### src/rtl/pkg_uc.sv
// pkg_uc: shared widths, ALU opcodes and the decode-to-execute bundle.
package pkg_uc;
    localparam int DATA_W  = 16;
    localparam int ADRS_W  = 2;
    localparam int SHAMT_W = $clog2(DATA_W);

    typedef logic [ADRS_W-1:0] t_RFadrs;
    typedef logic [DATA_W-1:0] t_data;

    typedef enum logic [2:0] {
        ALU_ADD  = 3'd0,
        ALU_SUB  = 3'd1,
        ALU_AND  = 3'd2,
        ALU_OR   = 3'd3,
        ALU_XOR  = 3'd4,
        ALU_SHL  = 3'd5,
        ALU_SHR  = 3'd6,
        ALU_PASS = 3'd7
    } t_ALUop;

    typedef struct packed {
        logic    ALUsrc1;
        logic    ALUsrc2;
        t_ALUop  ALUop;
        logic    wr_en;
        logic    dataoutv;
        t_RFadrs src1;
        t_RFadrs src2;
        t_data   dat1;
        t_data   dat2;
        t_data   imm;
        t_RFadrs dst;
    } t_IDtoEX;
endpackage

### src/rtl/execute_stage_alu.sv
// alu: combinational datapath of the execute stage.
module alu
    import pkg_uc::*;
(
    input  t_ALUop op,
    input  t_data  a,
    input  t_data  b,
    output t_data  res,
    output logic   zero
);
    always_comb begin
        res = b;
        case (op)
            ALU_ADD: res = a + b;
            ALU_SUB: res = a - b;
            ALU_AND: res = a & b;
            ALU_OR:  res = a | b;
            ALU_XOR: res = a ^ b;
            ALU_SHL: res = a << b[SHAMT_W-1:0];
            ALU_SHR: res = a >> b[SHAMT_W-1:0];
            default: res = b;
        endcase
        zero = (res == '0);
    end
endmodule

### src/rtl/execute_stage.sv
// execute_stage: x0->x1 capture, ALU with x2/x3 forwarding, x2 result/write-back registers.
module execute_stage
    import pkg_uc::*;
(
    input  logic              clock,
    input  logic              reset,
    input  logic              internal_reset,
    input  logic              stalled,
    input  logic              ALUsrc1x0,
    input  logic              ALUsrc2x0,
    input  logic [2:0]        ALUopx0,
    input  logic              wr_enx0,
    input  logic              dataoutvx0,
    input  logic [ADRS_W-1:0] src1x0,
    input  logic [ADRS_W-1:0] src2x0,
    input  logic [DATA_W-1:0] dat1x0,
    input  logic [DATA_W-1:0] dat2x0,
    input  logic [DATA_W-1:0] immx0,
    input  logic [ADRS_W-1:0] dstx0,
    output logic [ADRS_W-1:0] dstx2,
    output logic [DATA_W-1:0] dataoutx2,
    output logic              wr_enx2,
    output logic              dataoutvx2,
    output logic              zerox2
);
    t_IDtoEX x1;
    t_RFadrs dstx3;
    t_data   datx3;
    logic    wr_enx3;
    t_data   fwd1, fwd2, a, b, res;
    logic    zero;

    // x2 is the younger producer, so its match must win over x3
    always_comb begin
        fwd1 = (wr_enx2 && dstx2 == x1.src1) ? dataoutx2 :
               (wr_enx3 && dstx3 == x1.src1) ? datx3 : x1.dat1;
        fwd2 = (wr_enx2 && dstx2 == x1.src2) ? dataoutx2 :
               (wr_enx3 && dstx3 == x1.src2) ? datx3 : x1.dat2;
        a    = x1.ALUsrc1 ? '0 : fwd1;
        b    = x1.ALUsrc2 ? x1.imm : fwd2;
    end

    alu u_alu (
        .op  (x1.ALUop),
        .a   (a),
        .b   (b),
        .res (res),
        .zero(zero)
    );

    always_ff @(posedge clock) begin
        if (reset || internal_reset) begin
            x1         <= '0;
            dstx2      <= '0;
            dataoutx2  <= '0;
            wr_enx2    <= 1'b0;
            dataoutvx2 <= 1'b0;
            zerox2     <= 1'b0;
            dstx3      <= '0;
            datx3      <= '0;
            wr_enx3    <= 1'b0;
        end else begin
            x1 <= '{ALUsrc1: ALUsrc1x0, ALUsrc2: ALUsrc2x0, ALUop: t_ALUop'(ALUopx0),
                    wr_en: wr_enx0 && !stalled, dataoutv: dataoutvx0 && !stalled,
                    src1: src1x0, src2: src2x0, dat1: dat1x0, dat2: dat2x0,
                    imm: immx0, dst: dstx0};
            dstx2      <= x1.dst;
            dataoutx2  <= res;
            wr_enx2    <= x1.wr_en;
            dataoutvx2 <= x1.dataoutv;
            zerox2     <= zero;
            dstx3      <= dstx2;
            datx3      <= dataoutx2;
            wr_enx3    <= wr_enx2;
        end
    end
endmodule

### config.mk
export PLATFORM = sky130hd
export DESIGN_NAME = execute_stage
export DESIGN_NICKNAME = d
export VERILOG_FILES = /design/src/rtl/pkg_uc.sv /design/src/rtl/execute_stage_alu.sv /design/src/rtl/execute_stage.sv
export SDC_FILE = /design/constraint.sdc
export NUM_CORES = 1
export LEC_CHECK = 0
export CORE_MARGIN = 2
export CORE_UTILIZATION = 45
export DETAILED_ROUTE_END_ITERATION = 7
export HOLD_SLACK_MARGIN = 0.15
export MAX_ROUTING_LAYER = met4
export PLACE_DENSITY = 0.7
export SYNTH_ARGS = -nofsm -noshare
export SYNTH_HDL_FRONTEND = slang
export SYNTH_SLANG_ARGS = --single-unit
export TNS_END_PERCENT = 1
### constraint.sdc
create_clock -name clock -period 6.75 [get_ports clock]
set_clock_uncertainty 0.1 [all_clocks]
set_input_delay 0.675 -clock clock [delete_from_list [all_inputs] [get_ports clock]]
set_output_delay 0.675 -clock clock [all_outputs]
set_load 0.03 [all_outputs]
; ---- After elaboration in Yosys (flattened, before gate mapping)
; Cells that the tools add are included.
[op_classes]
add_sub_neg = 2
n_mul = 0
div_mod_pow = 0
n_lt_le_gt_ge = 0
n_eq_ne = 10
n_shift = 2
n_mux = 7
n_bitwise = 3
n_reduce_logical = 10
[ops]
columns = cell, n
row1 = case mux 16 bit (7 select lines), 1
row2 = two-way mux 16 bit, 6
row3 = adder 16 bit, 1
row4 = bitwise AND 16 bit, 1
row5 = zero test 16 bit, 1
row6 = OR 16 bit, 1
row7 = left shift 16 x 4 -> 16 bit, 1
row8 = right shift 16 x 4 -> 16 bit, 1
row9 = subtractor 16 bit, 1
row10 = bitwise XOR 16 bit, 1
row11 = == test 3 bit (second input constant), 3
row12 = == test 2 bit, 4
row13 = == test 3 x 2 -> 1 bit (second input constant), 2
row14 = logical AND 1 bit, 6
row15 = == test 3 x 1 -> 1 bit (second input constant), 1
row16 = zero test 3 bit, 1
row17 = zero test 1 bit, 1
row18 = logical OR 1 bit, 1
[totals]
register_bits = 101
latch_bits = 0
mem_bits_rw = 0
rom_bits = 0
in_bits = 65
output_inout_bits = 21
elab_cells = 53
memories = 0

; ---- Logic depth before layout (Yosys ltp)
[depth]
word_depth = 8
mapped_depth = 25
ltp_nobuf = 21

; ---- Cells and area by module
; From an unflattened synthesis, not the netlist that was laid out.
[hier_totals]
cells_unflattened = 873
hier_area_um2 = 7160.6
[modules_own_cells]
columns = module, instances, cells_per_inst, area_per_inst_um2, seq_area_each_um2
row1 = execute_stage, 1, 371, 3627.2, 2021.9
row2 = alu, 1, 502, 3533.4, 0.0

; ---- Worst setup path after synthesis
; OpenSTA, ideal clock, no wires.
[synth_timing]
path_type = reg-to-reg
start = reg dstx2[1]
end = reg zerox2
setup_ns = 0.061
arrival_time_ns = 5.182
t_required_ns = 6.589
slack_ns = 1.407
path_stages_with_launch = 24
n_path_buf = 4
synth_period_minus_slack_ns = 5.343
cell_sequence = dfxtp_1 > xor2_2 > or3_1 > buf_6 > a311o_1 > and2_1 > buf_6 > buf_2 > buf_1 > ha_1 > and3_1 > a31oi_1 > xnor2_1 > ha_1 > a211o_1 > o31ai_1 > a21boi_0 > o21ai_0 > mux2i_1 > nand4_1 > a21oi_2 > nand4_1 > nor4b_1 > and4b_1
[synth_via]
elab_chain_cells = 7
word_cells_on_any_way = 17
cone_classes = add/sub (2) / eq/ne (2) / shift (2) / mux (5) / bitwise (3) / reduce/logical (3)
[synth_rtl]
columns = element, line_no
row1 = start: declaration, execute_stage.sv:20  ; output logic [ADRS_W-1:0] dstx2,
row2 = start signal: assignment, execute_stage.sv:67  ; dstx2 <= x1.dst;
row3 = "== test 2 bit, on equally long branches", "execute_stage.sv:35, execute_stage.sv:37"
row4 = "logical AND 1 bit, on equally long branches", "execute_stage.sv:35, execute_stage.sv:37"
row5 = "two-way mux 16 bit, on equally long branches", "execute_stage.sv:35, execute_stage.sv:37"
row6 = "two-way mux 16 bit, on equally long branches", "execute_stage.sv:39, execute_stage.sv:40"
row7 = subtractor 16 bit (tied with other cells), execute_stage_alu.sv:15  ; ALU_SUB: res = a - b;
row8 = case mux 16 bit (7 select lines) (*), execute_stage_alu.sv:13  ; case (op)
row9 = zero test 16 bit (*), execute_stage_alu.sv:23  ; zero = (res == '0);
row10 = end signal: assignment, execute_stage.sv:71  ; zerox2 <= zero;
row11 = end: declaration, execute_stage.sv:24  ; output logic zerox2
; Mark *: on every way between the ends. The rest lies on a longest branch, timed or not.
; A chain may end at the register's enable or synchronous reset.

; ---- Final worst setup path
[layout_timing]
start = reg x1[50] (netlist bit)
end = reg zerox2
[layout_via]
elab_chain_cells = 8
word_cells_on_any_way = 16
cone_classes = add/sub (2) / eq/ne (2) / shift (2) / mux (4) / bitwise (3) / reduce/logical (3)
[layout_rtl]
columns = element, line_no
row1 = start: declaration, execute_stage.sv:26  ; t_IDtoEX x1;
row2 = start signal: assignment, execute_stage.sv:63  ; x1 <= '{ALUsrc1: ALUsrc1x0, ALUsrc2: ALUsrc2x0, ALUop: t_ALUop'(ALUopx0),
row3 = == test 2 bit, execute_stage.sv:38  ; (wr_enx3 && dstx3 == x1.src2) ? datx3 : x1.dat2;
row4 = logical AND 1 bit, execute_stage.sv:38
row5 = two-way mux 16 bit, execute_stage.sv:38
row6 = two-way mux 16 bit (*), execute_stage.sv:37  ; fwd2 = (wr_enx2 && dstx2 == x1.src2) ? dataoutx2 :
row7 = two-way mux 16 bit (*), execute_stage.sv:40  ; b = x1.ALUsrc2 ? x1.imm : fwd2;
row8 = subtractor 16 bit (tied with other cells), execute_stage_alu.sv:15
row9 = case mux 16 bit (7 select lines) (*), execute_stage_alu.sv:13
row10 = zero test 16 bit (*), execute_stage_alu.sv:23
; Marked as above.

==> summary.md <==
| Metric | Value |
|---|---|
| Core area | 17100 sq um |
| Area leader, netlist | dfxtp_1 |
| Crit-path cells | xor2_2 > or3_1 > a311o_1 > and2_1 > ha_1 > and3_1 > a31oi_1 > a21o_1 > xnor2_1 > ha_1 > nand2_1 > a211oi_1 > o31ai_1 > a21boi_0 > o21ai_0 > mux2i_1 > nand4_1 > a21oi_2 > nand4_1 > nor4b_1 > and4b_1 |
| Tightest Pin Transition | 1080 ps |
| Critical path class | flop to flop |
| # clock sinks | 101 |
| Synth cell types | 87 |
| Worst-skew pair later-pin latency | 360 ps |
| Total routed wirelength | 29.6 mm |
| Maximum number of pins on one net before global-route repair | 82 |
| Syn Nets | 1089 |
| Htree depth | 3 |
| DR pass1 iterations | 6 |
| WP buf/inv | 0 |
| Setup WS post-layout | 1010 ps |
| Hold WS | 331 ps |
| GR Overflow Total | 0 |
| Maximum vdd drop | 150 uV |
| CP top delay family | simple AND/OR/NAND/NOR gates |
| RSZ-0062 raised after global routing | no |
| Outcome | complete, no violations |
| Ratio of cells with drive above 1 in the final layout | 0.0967 |
| Crit path max-delay cell type | dfxtp_1 |
| Fillers | 1669 |
| Synth top area share | 0.260 |
| Chip Height | 135 um |
| Site Rows | 48 |
| Hold WC Path Type | flop to flop |
| Clock Tree Buf Depth | 2 |
| CP Capture Type | flop |
| CP required | 6950 ps |
| Nets@finish | 1155 |
| Port Buffer Count | 85 |
| Setup_tns | 0 ps |
| Clock root cell | clkbuf_16 |
| Final Hold Fails | 0 |
| First-pass GRT wire length | 44.8 mm |
| Share of flip-flops with an asynchronous set or reset | 0 |
| CP arrival | 5940 ps |
| Post-CTS setup buffers | 0 |
| Synth area leaders | dfxtp_1 26%, ha_1 7.9%, and2_1 7.0%, a21oi_1 5.1%, nor2_1 3.4% |
| CTS tree | yes |
| Seq/Total Area, Yosys | 0.260 |
| Wirelength per Cell | 23.3 um |
| Overall Global Routing Usage | 0.332 |
| Resized Gates After CTS | 0 |
| Relative slew slack | 0.278 |
| Leak pwr | 0.00365 uW |
| Area growth syn-to-layout | 18.1% |
| Routed vias/inst | 6.45 |
| Die W | 135 um |
| 1st-iter DRT viols | 819 |
| Startpoint Class | flop |
| Detail Route Antenna Nets | 0 |
| Vias in the first global route | 7527 |
| Final Setup Violations | 0 |
| Io pins | 86 |
| Slowest Stage Delay on Critical Path | 480 ps |
| Hold_buf cts | 0 |
| Period utilisation layout | 0.851 |
| Clk slew on worst S/H paths | 70 ps |
| Synth Area per Inst | 7.97 sq um |
| Post-synthesis register bit count | 101 |
| EDFF count, synth | 0 |
| Num CTS Buffers | 9 |
| Diodes inserted | 0 |
| Synthesized area | 7770 sq um |
| Final Critical Period | 5740 ps |
| Routability-driven placement congestion ratio | 1.07 |
| Max-cap violations | 0 |
| Initial Util | 0.455 |
| Post-detail-place hpwl | 22.4 mm |
| Gate count after technology mapping | 974 |
| Initial antenna violation count | 0 |
| Worst slack, placed | 1060 ps |
| Synth Flop Type | dfxtp_1 |
| Pwr dens | 186 nW/um^2 |
| DR vias | 8192 |
| FMAX | 0.174 GHz |
| Max Slew Vio Count | 0 |
| DIE AREA | 18300 sq um |
| Max FO, Critical Path | 9 |
| DR DRC count | 0 |
| Syn. warnings | 0 |
sequential cells by signal (all words and copies together), names as in the netlist:
| name | cells |
|---|---|
| dstx3 | 2 |
| datx3 | 16 |
| dataoutvx2 | 1 |
| zerox2 | 1 |
| wr_enx3 | 1 |
| dstx2 | 2 |
| x1 | 61 |
| wr_enx2 | 1 |
| dataoutx2 | 16 |
per-stage QoR:
step            util  std cells  total power, uW  area, sq um
2_1_floorplan      -        974             1010         7770
3_3_place_gp   0.521       1254             1200         8880
3_5_place_dp   0.521       1254             1200         8880
4_1_cts        0.538       1270             1700         9170
5_1_grt        0.538       1270             1780         9170
6_report       0.538       1270             1710         9170
where the power goes:
part,switching (uW),total [uW],internal (uW)
clock network,245,504,259
logic,323,552,228
registers,29.6,653,623
total,598,1710,1110
cell type report:
cell class	count	area, sq um	share of cell area
Clock buffer	9	225	0.0246
Clock inverter	7	66.3	0.00723
Inverter	43	166	0.0181
Multi-Input combinational cell	764	5290	0.577
Sequential cell	101	2020	0.220
Tap cell	225	282	0.0307
Timing Repair Buffer	121	1120	0.122
cell usage in the layout, fill, tap and decap left out, types with 4 or more instances in the layout:
cell / Yosys / layout
nand2b_1: 4 / 4
o32ai_1: 4 / 4
and3_1: 7 / 7
nand3_1: 42 / 42
or3_1: 6 / 6
o31a_1: 4 / 4
nor4_1: 26 / 26
nor2_1: 71 / 70
a21o_1: 5 / 5
and2_1: 87 / 87
clkdlybuf4s50_1: 0 / 85
nand4_1: 32 / 32
a211oi_1: 17 / 17
a22oi_1: 13 / 13
xor2_2: 4 / 4
clkbuf_16: 0 / 9
o21ai_0: 29 / 29
ha_1: 49 / 49
nand2_1: 61 / 61
inv_2: 4 / 4
nor3_1: 12 / 10
a32oi_1: 5 / 5
dfxtp_1: 101 / 101
a31oi_1: 8 / 8
o221ai_1: 8 / 8
o211ai_1: 12 / 12
a22o_1: 4 / 4
o21a_1: 6 / 6
a311oi_2: 7 / 10
inv_1: 36 / 36
xnor2_1: 22 / 22
mux2i_1: 13 / 13
a21oi_1: 79 / 79
a221oi_1: 5 / 5
o31ai_1: 26 / 26
a311o_1: 5 / 5
o21ai_1: 8 / 8
a311oi_1: 14 / 11
xor2_1: 8 / 8
buf_4: 3 / 36
cells by family (layout without fill, tap and decap cells):
family | count (synthesis) | in the layout | synth area share
fa+ha+maj | 50 | 50 | 0.0815
compound gates | 294 | 294 | 0.274
flops | 101 | 101 | 0.260
simple gates | 367 | 367 | 0.250
mux | 17 | 17 | 0.0243
buf+inv | 109 | 180 | 0.0636
xor+xnor | 36 | 36 | 0.0464
worst reg2reg max path, delay by kind of cell (launching register included):
kind / cells / cell delay (ps)
AOI/OAI and AO/OA: 8 / 1860
xor gates and xnor gates: 2 / 470
adders and majority gates: 2 / 650
DFF: 1 / 480
muxes: 1 / 200
and+or+nand+nor: 8 / 1920
final timing paths:
kind                            startpoint       end  slack, ps  cells past startpoint
worst max register to register      x1[50]    zerox2       1010                     21
worst max-delay path                x1[50]    zerox2       1010                     21
worst min register to register       x1[0]  dstx2[0]        330                      1
worst min-delay path                 x1[0]  dstx2[0]        330                      1
cells in the mapped netlist, drive strengths merged (13+ instances only):
cell type / n
a211oi: 17
a21oi: 80
a22oi: 13
a311oi: 22
and2: 87
buf: 34
clkbuf: 32
dfxtp: 101
ha: 49
inv: 40
mux2i: 14
nand2: 62
nand3: 45
nand4: 32
nor2: 73
nor3: 13
nor4: 27
o211ai: 13
o21ai: 38
o31ai: 27
xnor2: 24
metal layers:
layer / wire length (um) / part of all wire / GRT usage / up-vias
li1: - / - / - / 3753
met1: 11900 / 0.40 / 0.421 / 3817
met2: 13400 / 0.46 / 0.518 / 519
met3: 2560 / 0.087 / 0.0415 / 103
met4: 1660 / 0.056 / 0.176 / 0
met5: 0 / 0 / - / -
Power figures use the tool's default switching activity.
